## src/rtl/data_mem_sub_pkg.sv

```systemverilog
// Shared encodings for the byte-addressable data memory.
// Access sizes and sweep/run FSM states.
package data_mem_sub_pkg;

  localparam logic [1:0] SZ_BYTE = 2'b00;
  localparam logic [1:0] SZ_HALF = 2'b01;
  localparam logic [1:0] SZ_WORD = 2'b10;
  localparam logic [1:0] SZ_RSVD = 2'b11;

  typedef enum logic {
    ST_CLEAR = 1'b0,
    ST_RUN   = 1'b1
  } state_e;

endpackage

```

## src/rtl/data_mem_sub_mem_lane_align.sv

```systemverilog
// Lane merge for stores, extract/extend for loads,
// and the alignment legality check.
module mem_lane_align
  import data_mem_sub_pkg::*;
(
  input  logic [31:0] old_word_i,
  input  logic [31:0] wdata_i,
  input  logic [1:0]  size_i,
  input  logic [1:0]  lane_i,
  input  logic        sign_ext_i,
  output logic [31:0] new_word_o,
  output logic [31:0] rdata_o,
  output logic        legal_o
);

  logic [7:0]  rd_b;
  logic [15:0] rd_h;

  assign rd_b = old_word_i[{lane_i, 3'b000} +: 8];
  assign rd_h = old_word_i[{lane_i[1], 4'b0000} +: 16];

  // Legality, merged store word and extended load value.
  always_comb begin
    legal_o    = 1'b0;
    new_word_o = old_word_i;
    rdata_o    = old_word_i;
    unique case (1'b1)
      (size_i == SZ_BYTE): begin
        legal_o = 1'b1;
        new_word_o[{lane_i, 3'b000} +: 8] = wdata_i[7:0];
        rdata_o = sign_ext_i ? {{24{rd_b[7]}}, rd_b}
                             : {24'h0, rd_b};
      end
      (size_i == SZ_HALF): begin
        legal_o = ~lane_i[0];
        new_word_o[{lane_i[1], 4'b0000} +: 16] = wdata_i[15:0];
        rdata_o = sign_ext_i ? {{16{rd_h[15]}}, rd_h}
                             : {16'h0, rd_h};
      end
      (size_i == SZ_WORD): begin
        legal_o    = (lane_i == 2'b00);
        new_word_o = wdata_i;
        rdata_o    = old_word_i;
      end
      default: begin
        legal_o = 1'b0;
      end
    endcase
  end

endmodule

```

## src/rtl/data_mem_sub.sv

```systemverilog
// Byte-addressed data memory with hardware clear sweep,
// sized accesses and misalignment suppression.
module data_mem_sub
  import data_mem_sub_pkg::*;
#(
  parameter int DEPTH  = 32,
  parameter int ADDR_W = 7
) (
  input  logic              clk,
  input  logic              rst_n,
  input  logic              ena,
  input  logic              wena,
  input  logic [ADDR_W-1:0] addr,
  input  logic [1:0]        size,
  input  logic              sign_ext,
  input  logic [31:0]       data_in,
  output logic [31:0]       data_out,
  output logic              rvalid,
  output logic              ready,
  output logic              misalign
);

  localparam int IW = $clog2(DEPTH);

  logic [31:0]   mem_q [DEPTH];
  state_e        state_q;
  logic [IW-1:0] cnt_q;
  logic [31:0]   data_out_q;
  logic          rvalid_q;
  logic          ready_q;
  logic          misalign_q;

  logic [IW-1:0] idx;
  logic [1:0]    lane;
  logic [31:0]   rd_word;
  logic [31:0]   merged;
  logic [31:0]   ext;
  logic          legal;
  logic          acc;
  logic          ld_ok;

  logic          we_d;
  logic [IW-1:0] widx_d;
  logic [31:0]   wword_d;

  assign idx     = addr[IW+1:2];
  assign lane    = addr[1:0];
  assign rd_word = mem_q[idx];
  assign acc     = ready_q & ena;
  assign ld_ok   = acc & ~wena & legal;

  generate
    if (ADDR_W > IW + 2) begin : g_hi
      logic unused_hi;
      assign unused_hi = ^addr[ADDR_W-1:IW+2];
    end
  endgenerate

  mem_lane_align u_align (
    .old_word_i (rd_word),
    .wdata_i    (data_in),
    .size_i     (size),
    .lane_i     (lane),
    .sign_ext_i (sign_ext),
    .new_word_o (merged),
    .rdata_o    (ext),
    .legal_o    (legal)
  );

  // Single write port: sweep zeros, else legal stores.
  always_comb begin
    we_d    = 1'b0;
    widx_d  = idx;
    wword_d = merged;
    if (state_q == ST_CLEAR) begin
      we_d    = 1'b1;
      widx_d  = cnt_q;
      wword_d = 32'h0;
    end else if (acc && wena && legal) begin
      we_d = 1'b1;
    end
  end

  // Array update; contents are only cleared by the sweep.
  always_ff @(posedge clk) begin
    if (rst_n && we_d) begin
      mem_q[widx_d] <= wword_d;
    end
  end

  // Sweep/run FSM with registered outputs.
  always_ff @(posedge clk) begin
    if (!rst_n) begin
      state_q    <= ST_CLEAR;
      cnt_q      <= '0;
      data_out_q <= 32'h0;
      rvalid_q   <= 1'b0;
      ready_q    <= 1'b0;
      misalign_q <= 1'b0;
    end else begin
      unique case (state_q)
        ST_CLEAR: begin
          rvalid_q   <= 1'b0;
          misalign_q <= 1'b0;
          cnt_q      <= cnt_q + 1'b1;
          if (cnt_q == IW'(DEPTH - 1)) begin
            state_q <= ST_RUN;
            ready_q <= 1'b1;
          end
        end
        ST_RUN: begin
          rvalid_q   <= ld_ok;
          misalign_q <= acc & ~legal;
          if (ld_ok) begin
            data_out_q <= ext;
          end
        end
        default: begin
          state_q <= ST_CLEAR;
        end
      endcase
    end
  end

  assign data_out = data_out_q;
  assign rvalid   = rvalid_q;
  assign ready    = ready_q;
  assign misalign = misalign_q;

endmodule
```

## config.mk

```make
export PLATFORM = sky130hd
export DESIGN_NAME = data_mem_sub
export DESIGN_NICKNAME = d
export VERILOG_FILES = /design/src/rtl/data_mem_sub_pkg.sv /design/src/rtl/data_mem_sub_mem_lane_align.sv /design/src/rtl/data_mem_sub.sv
export SDC_FILE = /design/constraint.sdc
export NUM_CORES = 1
export LEC_CHECK = 0
export ABC_AREA = 1
export CORE_ASPECT_RATIO = 0.9
export CORE_MARGIN = 4
export CORE_UTILIZATION = 56
export CTS_CLUSTER_SIZE = 30
export DETAILED_ROUTE_END_ITERATION = 6
export PLACE_DENSITY_LB_ADDON = 0.15
export SETUP_SLACK_MARGIN = 0.4
export SYNTH_ARGS = -nofsm -noshare
export SYNTH_HDL_FRONTEND = slang
export SYNTH_SLANG_ARGS = --single-unit
```

## constraint.sdc

```tcl
create_clock -name clk -period 4.5 [get_ports clk]
set_input_delay 1.125 -clock clk [delete_from_list [all_inputs] [get_ports clk]]
set_output_delay 1.125 -clock clk [all_outputs]
set_load 0.01 [all_outputs]
```

# Yosys cells after proc, flatten, opt, wreduce, memory -nomap -nowiden
# Memory sizes are Yosys's and may differ from the RTL's.
# Cells that the tools add are included.
word_totals:
  register_bits: 41
  mem_bits_rw: 1024
  input_bits: 46
  out_inout_bits: 35
  mem_count: 1
mem_list:
  columns: ["name", "words", "width", "read_ports", "rd_clocked_by_memory_dff", "write_ports", "line_no", "text"]
  rows:
  - ["mem_q", 32, 32, 1, 0, 1, "data_mem_sub.sv:25", "logic [31:0] mem_q [DEPTH];"]
classes:
  addsub: 3
  n_eq_ne: 3
  n_shift: 6
  n_mux: 17
  bitwise_logic: 8
  n_reduce_logical: 7
ops:
  columns: ["operator", "n"]
  rows:
  - ["32-bit two-way mux", 3]
  - ["32-bit one-hot mux with 3 select lines", 1]
  - ["32-bit bitwise mux", 2]
  - ["32-bit one-hot mux with 2 select lines", 1]
  - ["16-bit by 7-bit variable shift with 32-bit output (first input constant)", 1]
  - ["8-bit by 7-bit variable shift with 32-bit output (first input constant)", 1]
  - ["16-bit by 7-bit indexed part select with 32-bit output", 1]
  - ["32-bit by 6-bit indexed part select with 16-bit output", 1]
  - ["32-bit by 6-bit indexed part select with 8-bit output", 1]
  - ["8-bit by 7-bit indexed part select with 32-bit output", 1]
  - ["5-bit negation with 7-bit output", 2]
  - ["1-bit two-way mux", 6]
  - ["5-bit by 1-bit adder with 5-bit output (second input constant)", 1]
  - ["5-bit equality test (second input constant)", 1]
  - ["5-bit two-way mux", 1]
  - ["1-bit AND", 4]
  - ["2-bit zero test", 2]
  - ["1-bit inverter", 4]
  - ["1-bit one-hot mux with 2 select lines", 2]
  - ["2-bit AND reduction", 2]
  - ["1-bit logical AND", 3]
  - ["1-bit one-hot mux with 3 select lines", 1]
  - ["2-bit by 1-bit equality test with 1-bit output (second input constant)", 1]
  - ["2-bit equality test (second input constant)", 1]

# Depth between registers and ports, before layout
# Gate-level depths: netlist of run 1.
logic_depth:
  ltp_word: 8
  ltp_mapped: 18

# Hierarchy
# Synthesis of run 1 repeated with hierarchy kept, for this count alone.
hier_totals:
  hier_cells: 4281
  area_unflattened_um2: 45663.8
by_module_without_submodules:
  columns: ["module", "n_inst", "cells_each", "area_per_inst_um2", "seq_area_each_um2"]
  rows:
  - ["data_mem_sub", 1, 3766, 43372.8, 31570.3]
  - ["mem_lane_align", 1, 515, 2290.9, 0.0]

# Worst setup path before layout of run 1
# No wires, ideal clock.
synth_timing:
  path_kind: "input to register"
  from: "input port addr[1]"
  to: "memory mem_q[10][0], enable pin"
  setup_ns: 0.421
  arrival_time_ns: 4.374
  required_ns: 4.079
  path_slack_ns: -0.296
  cell_stages: 10
  path_cell_list: "clkbuf_1 clkinv_1 clkbuf_1 ha_1 clkinv_1 o211ai_1 nand4_1 a21oi_1 nand3_1 nor2_1"
synth_between:
  elab_chain_cells: 8
synth_lines:
  columns: ["item", "line_no", "text"]
  rows:
  - ["start, declared", "data_mem_sub.sv:13", "input logic [ADDR_W-1:0] addr,"]
  - ["2-bit zero test", "data_mem_sub_mem_lane_align.sv:41", "legal_o = (lane_i == 2'b00);"]
  - ["1-bit one-hot mux with 3 select lines", "data_mem_sub_mem_lane_align.sv:27", "unique case (1'b1)"]
  - ["1-bit logical AND", "data_mem_sub.sv:79", "end else if (acc && wena && legal) begin"]
  - ["1-bit two-way mux", "data_mem_sub.sv:79", null]
  - ["1-bit two-way mux", "data_mem_sub.sv:75", "if (state_q == ST_CLEAR) begin"]
  - ["1-bit logical AND", "data_mem_sub.sv:86", "if (rst_n && we_d) begin"]
  - ["1-bit two-way mux", "data_mem_sub.sv:86", null]
  - ["1-bit two-way mux (not written as such)", "data_mem_sub.sv:87", "mem_q[widx_d] <= wword_d;"]
  - ["end, declared", "data_mem_sub.sv:25", null]
# Every way passes these cells.

# Worst setup path in the final report of run 1
layout_timing:
  from: "input port addr[0]"
  to: "memory mem_q[0][16], enable pin"
layout_between:
  elab_chain_cells: 8
  word_cells_on_any_way: 9
  classes_between: "mux: 5; bitwise: 1; reduce/logical: 3"
layout_lines:
  columns: ["item", "line_no"]
  rows:
  - ["2-bit zero test / 1-bit inverter (equally long branches)", "data_mem_sub_mem_lane_align.sv:41, data_mem_sub_mem_lane_align.sv:35"]
  - ["1-bit one-hot mux with 3 select lines (*)", "data_mem_sub_mem_lane_align.sv:27"]
  - ["1-bit logical AND (*)", "data_mem_sub.sv:79"]
  - ["1-bit two-way mux (*)", "data_mem_sub.sv:79"]
  - ["1-bit two-way mux (*)", "data_mem_sub.sv:75"]
  - ["1-bit logical AND (*)", "data_mem_sub.sv:86"]
  - ["1-bit two-way mux (*)", "data_mem_sub.sv:86"]
  - ["1-bit two-way mux (not written as such) (*)", "data_mem_sub.sv:87"]
# Every way passes the cells marked *; elsewhere a longest branch is shown, timed or not.

==> out/results.txt, run 1 <==
Placer Congestion = 0.9369
Area grow syn2layout = 15.05%
P_sw = 4710 uW
Synth area leader = edfxtp_1
Slowest Stage Delay on Critical Path = 0.49 ns
Slowest CP cell = clkdlybuf4s50_1
Syn avg cell area = 11.38 um^2
Clock Tree Buf Depth = 3
Row count = 97
CTS tree = built
TritonCTS buffer count = 104
Via-per-instance ratio = 6.036
First-pass GRT wire length = 181,900 um
Iteration-0 DRC Markers = 3,987
R2R Setup Slk = 1.21 ns
EDFF count, synth = 1,024
Hold Buf Count CTS = 0
GRT Util Overall = 0.2842
Fin util = 0.6537
Commonest non-fill, non-tap cell in the layout = edfxtp_1
Yosys warns = 0
Initial antenna violation count = 2
Post-CTS resize count = 0
Post-CTS setup buffers = 0
Root Buffer = clkbuf_16
Drt first pass iters = 6
Final period utilization = 0.8290
Tmin final = 3.730 ns
Data arrival, critical path = 4.05 ns
Leading cell types in the layout, fill and taps excluded = edfxtp_1, nand2_1, nand3_1
Detail Route Antenna Nets = 0
Largest net degree at the start of global routing = 112
Die Width = 305.3 um
Avg WL per Cell = 23.41 um
CP Depth = 11
Worst Tran Pin Value = 0.7537 ns
Synth top area share = 0.6902
Status = completed
Reg-to-Reg End = mem_q[18][29]
VDD IR max = 330.7 uV
Synth async-reset ratio = 0
Register share of total power = 0.516
H-tree levels = 3
Worst Setup Start Kind = input port
PortBufs = 80
Slew Limit Fails = 0
Worst-Skew Late Latency = 0.68 ns
Unique masters post-synth = 32
Buffers & Inverters on Critical Path = 5
RSZ-0062 raised after global routing = false
Routed WL = 120,300 um
Clk sinks = 1,065
ANT cells = 0
Synthesized Nets = 3,966
Non-Filler Instances = 5,138
Final Hold Viols = 0
CP most frequent cell = buf_4
Sequential share of the synthesized area = 0.7087
Reg clk slew, reported paths = 0.06 ns
Crit path capture type = register
CP Cell Sequence = clkdlybuf4s50_1, inv_1, ha_1, clkinv_1, o211ai_1, nand4_1, a21oi_1, nand2_1, buf_4, nor2_4, buf_4
Hold Slack = 0.4695 ns
Fillers = 5,791
Switching share of power = 0.2253
Fraction of layout cells with a size suffix above 1 = 0.09880
Initial Util = 0.5682
Combinational fraction of design power = 0.066
PD cells = 407.9 nW/um^2
Die height = 275.6 um
DP HPWL = 74,770 um
Clock power share = 0.418
Synth area leaders = edfxtp_1, nand2_1, nand3_1
Slew Limit Headroom = 0.4941
Max cap viols = 0
CP top delay family = buffers and inverters
Placed Cells = 4,942
F_max = 268.1 MHz
Layout Nets = 4,062
Top_reg_cell synth = edfxtp_1
Crit-path max FO = 24
Leakage = 0.01793 uW
Vias = 31,010
Die area = 84,130 um^2
Critical path origin = addr[0]
Total power = 20,900 uW
Crit Path Class = in2reg
Vias in the first global route = 28,680
IO Count = 81
Cell count after synthesis = 3,913
Internal power = 16,190 uW
DRC Markers = 0
Setup crit end = mem_q[0][16]
Mapped cell area = 44,550 um^2
GR Overflow Total = 0
Setup violators final = 0
Worst hold path class = reg2reg
Clk_skew = 0.04025 ns
Worst reg2reg path startpoint = state_q
Required @ worst endpoint = 4.82 ns
Synth Register Bits = 1,065
R2R cell count = 5
Setup_tns = 0 ns
Core Box Area = 78,400 um^2
-- routing by layer --
layer,vias to the layer above,share of wire,GRT usage
met5,-,0,0
met4,0,0.022,0.07240
met3,181,0.11,0.05516
met2,1679,0.44,0.4265
met1,14930,0.42,0.4326
li1,14230,-,-
-- cell usage after synthesis (5+ instances only) --
library cell,number
a21oi_1,101
a31oi_1,7
a41oi_1,6
buf_1,21
buf_2,107
buf_4,16
buf_6,9
clkbuf_1,113
dfxtp_1,41
edfxtp_1,1024
ha_1,7
inv_1,73
inv_2,10
nand2_1,932
nand3_1,590
nand3b_1,5
nor2_1,359
o211ai_1,23
o21ai_0,305
o21ai_1,31
o221ai_1,76
o22ai_1,40
-- cell families after synthesis --
group	share of synthesized area
adder cells (fa/ha/maj)	0.001966
buffers and inverters	0.03553
AND/OR/NAND/NOR	0.1770
AO/OA/AOI/OAI	0.07684
flip-flops	0.7087
-- registers in the layout, summed over array words and instances (netlist names) --
signal and count:
cnt_q 5, data_out 32, mem_q 1024, misalign 1, ready 1, rvalid 1
state_q 1
-- worst reg2reg max path, cell delays in order, from the launching register on --
cell and delay (ns):
dfxtp_1 0.81, inv_1 0.23, o21ai_1 0.66, nand3_1 0.47
nor2_4 0.62, buf_12 0.23
-- power by group through the flow --
| stage | Combinational [uW] | Clock, uW | Sequential, uW |
|---|---|---|---|
| 4_1_cts | 1360 | 8830 | 10800 |
| 3_3_place_gp | 1340 | 0 | 11000 |
| 5_1_grt | 1500 | 9290 | 10800 |
| 3_5_place_dp | 1350 | 0 | 11000 |
| 6_report | 1380 | 8740 | 10800 |
| 2_1_floorplan | 836 | 0 | 11000 |
-- worst min path at each step --
stage	from	depth (start not counted)	slack, ns	to
global placement	data_out[11]	2	0.46	data_out[11]
floorplan	cnt_q[3]	2	0.46	cnt_q[3]
detailed placement	data_out[15]	2	0.46	data_out[15]
global route	data_out[15]	2	0.49	data_out[15]
CTS	data_out[15]	2	0.47	data_out[15]
finish	data_out[13]	2	0.47	data_out[13]
-- layout make-up --
class                      count  area [um^2]  share of cell area
multi-input combinational   2496        11750              0.2293
timing repair buffer         256         2855             0.05571
sequential                  1065        31570              0.6160
clock buffer                 122         2691             0.05251
tap                         1039         1300             0.02536
inverter                      86        344.1            0.006713
clock inverter                74        742.0             0.01448
-- stage by stage --
stage / cell area [um^2] / worst slack (ns)
after floorplan: 44650 / 0.08648
after global placement: 47820 / 0.1661
after detailed placement: 47820 / 0.1498
after CTS: 51250 / 0.8397
after global routing: 51250 / 0.5865
final: 51250 / 0.7697
Note: power is estimated with default switching activity, not from simulation.
==> run 2, diff against run 1 <==
--- a/config.mk
+++ b/config.mk
@@ -8,7 +8,7 @@
 export ABC_AREA = 1
 export CORE_ASPECT_RATIO = 0.9
 export CORE_MARGIN = 4
-export CORE_UTILIZATION = 56
+export CORE_UTILIZATION = 57
 export CTS_CLUSTER_SIZE = 30
 export DETAILED_ROUTE_END_ITERATION = 6
 export PLACE_DENSITY_LB_ADDON = 0.15
==> constraint.sdc (replaced) <==
create_clock -name clk -period 3.5 [get_ports clk]
set_input_delay 0.875 -clock clk [delete_from_list [all_inputs] [get_ports clk]]
set_output_delay 0.875 -clock clk [all_outputs]
set_load 0.01 [all_outputs]
==> out/results.txt, run 2 (synthesized netlist as in run 1, its figures left out) <==
Reg clk slew, reported paths = 0.06 ns (about the same)
F_max = 342.0 MHz
Reg-to-Reg End = mem_q[23][2] (was mem_q[18][29])
Clock Tree Buf Depth = 3 (unchanged)
Worst Setup Start Kind = input port (unchanged)
Tmin final = 2.924 ns
H-tree levels = 3 (unchanged)
Worst-Skew Late Latency = 0.67 ns (was 0.68 ns)
Layout Nets = 4,200 (was 4,062)
Die Width = 302.7 um (was 305.3 um)
Data arrival, critical path = 3.31 ns (was 4.05 ns)
PortBufs = 80 (unchanged)
RSZ-0062 raised after global routing = false (unchanged)
Crit path capture type = register (unchanged)
Vias in the first global route = 29,550 (was 28,680)
Crit-path max FO = 32 (was 24)
Failing checks = DRC
Slew Limit Fails = 0 (unchanged)
Root Buffer = clkbuf_16 (unchanged)
Clk sinks = 1,065 (unchanged)
Setup violators final = 0 (unchanged)
Required @ worst endpoint = 3.89 ns (was 4.82 ns)
VDD IR max = 467.5 uV (was 330.7 uV)
Row count = 96 (was 97)
First-pass GRT wire length = 184,300 um (was 181,900 um)
Initial Util = 0.5795 (was 0.5682)
Crit Path Class = in2reg (unchanged)
Critical path origin = addr[2] (was addr[0])
Core Box Area = 76,870 um^2 (was 78,400 um^2)
Post-CTS setup buffers = 0 (unchanged)
Final worst setup slack = 0.5759 ns (was 0.7697 ns)
Worst reg2reg path startpoint = state_q (unchanged)
GR Overflow Total = 0 (unchanged)
Area grow syn2layout = 19.35% (was 15.05%)
Iteration-0 DRC Markers = 3,773 (was 3,987)
Max reg flops = 1,024 (unchanged)
Clk_skew = 0.03051 ns (was 0.04025 ns)
Commonest non-fill, non-tap cell in the layout = edfxtp_1 (unchanged)
Leading cell types in the layout, fill and taps excluded = edfxtp_1, nand2_1, nand3_1 (unchanged)
Setup_tns = 0 ns (unchanged)
Die area = 82,700 um^2 (was 84,130 um^2)
Worst Tran Pin Value = 0.8368 ns (was 0.7537 ns)
Total power = 26,650 uW (was 20,900 uW)
Initial antenna violation count = 0 (was 2)
Fraction of layout cells with a size suffix above 1 = 0.1302 (was 0.09880)
TritonCTS buffer count = 105 (was 104)
CTS tree = built (unchanged)
Die height = 273.2 um (was 275.6 um)
Leakage = 0.01880 uW (was 0.01793 uW)
DRC Markers = 1 (was 0)
R2R Setup Slk = 0.69 ns (was 1.21 ns)
Post-CTS resize count = 0 (unchanged)
Final period utilization = 0.8355
Largest net degree at the start of global routing = 89 (was 112)
Slew Limit Headroom = 0.4363 (was 0.4941)
DP HPWL = 77,660 um (was 74,770 um)
Worst hold path class = reg2reg (unchanged)
Reg with most FFs = mem_q (unchanged)
Fin util = 0.6917 (was 0.6537)
Routed WL = 122,000 um (was 120,300 um)
Final Hold Viols = 0 (unchanged)
R2R cell count = 5 (unchanged)
Max cap viols = 0 (unchanged)
Drt first pass iters = 7 (was 6)
IO Count = 81 (unchanged)
Worst hold stages = 2 (unchanged)
Detail Route Antenna Nets = 0 (unchanged)
Setup crit end = mem_q[1][1] (was mem_q[0][16])
Avg WL per Cell = 23.18 um (was 23.41 um)
Via-per-instance ratio = 6.023 (was 6.036)
PD cells = 501.3 nW/um^2 (was 407.9 nW/um^2)
Vias = 31,700 (was 31,010)
Pre-CTS WS = -0.001460 ns (was 0.1498 ns)
Placer Congestion = 0.9488 (was 0.9369)
Hold Buf Count CTS = 0 (unchanged)
Status = finished with violations (was completed)
GRT Util Overall = 0.2942 (was 0.2842)
-- run 2: per-layer routing --
metal  track usage  vias to the layer above  part of all wire
met2        0.4316                     1790              0.44
met5             0                        -                 0
met3       0.05710                      220              0.11
li1              -                    14510                 -
met4       0.07732                        0             0.025
met1        0.4556                    15190              0.42
-- run 2: worst max-delay path, cell delays in order --
cell	delay (ns)
buf_8	0.14
inv_8	0.10
buf_12	0.18
buf_4	0.17
o21ai_0	0.31
o211ai_1	0.17
nand3_1	0.18
nand3_1	0.29
nand2_1	0.22
inv_2	0.05
o21ai_1	0.12
nand2_1	0.06
nor2_1	0.13
nor2_2	0.06
buf_12	0.17
-- run 2: per-stage QoR --
stage                     hold WS [ns]  instance area (um^2)  cells
after CTS                       0.4647                 53170   5262
after global routing            0.4862                 53170   5262
final                           0.4639                 53170   5263
after floorplan                 0.4551                 45040   3913
after detailed placement        0.4556                 49890   5069
after global placement          0.4540                 49890   5069
-- run 2: final cells by class --
cell class              count  area [um^2]
flip-flops and latches   1065        31570
diodes                      1        2.502
fillers                  5465        23700
clock inverters            71        565.5
clock buffers             122         2713
well taps                1029         1287
inverters                  86        361.6
repair buffers            393         4835
multi-input cells        2496        11840
-- run 2: where the power goes --
group	switching, uW	internal (uW)
Clock	4710	6070
Combinational	1330	681
Sequential	18.9	13800
-- run 2: how the worst min path moves through the flow --
stage | start | to | slack (ns)
global route | data_out[13] | data_out[13] | 0.49
global placement | data_out[11] | data_out[11] | 0.45
detailed placement | data_out[13] | data_out[13] | 0.46
CTS | data_out[13] | data_out[13] | 0.46
floorplan | cnt_q[3] | cnt_q[3] | 0.46
finish | data_out[13] | data_out[13] | 0.46
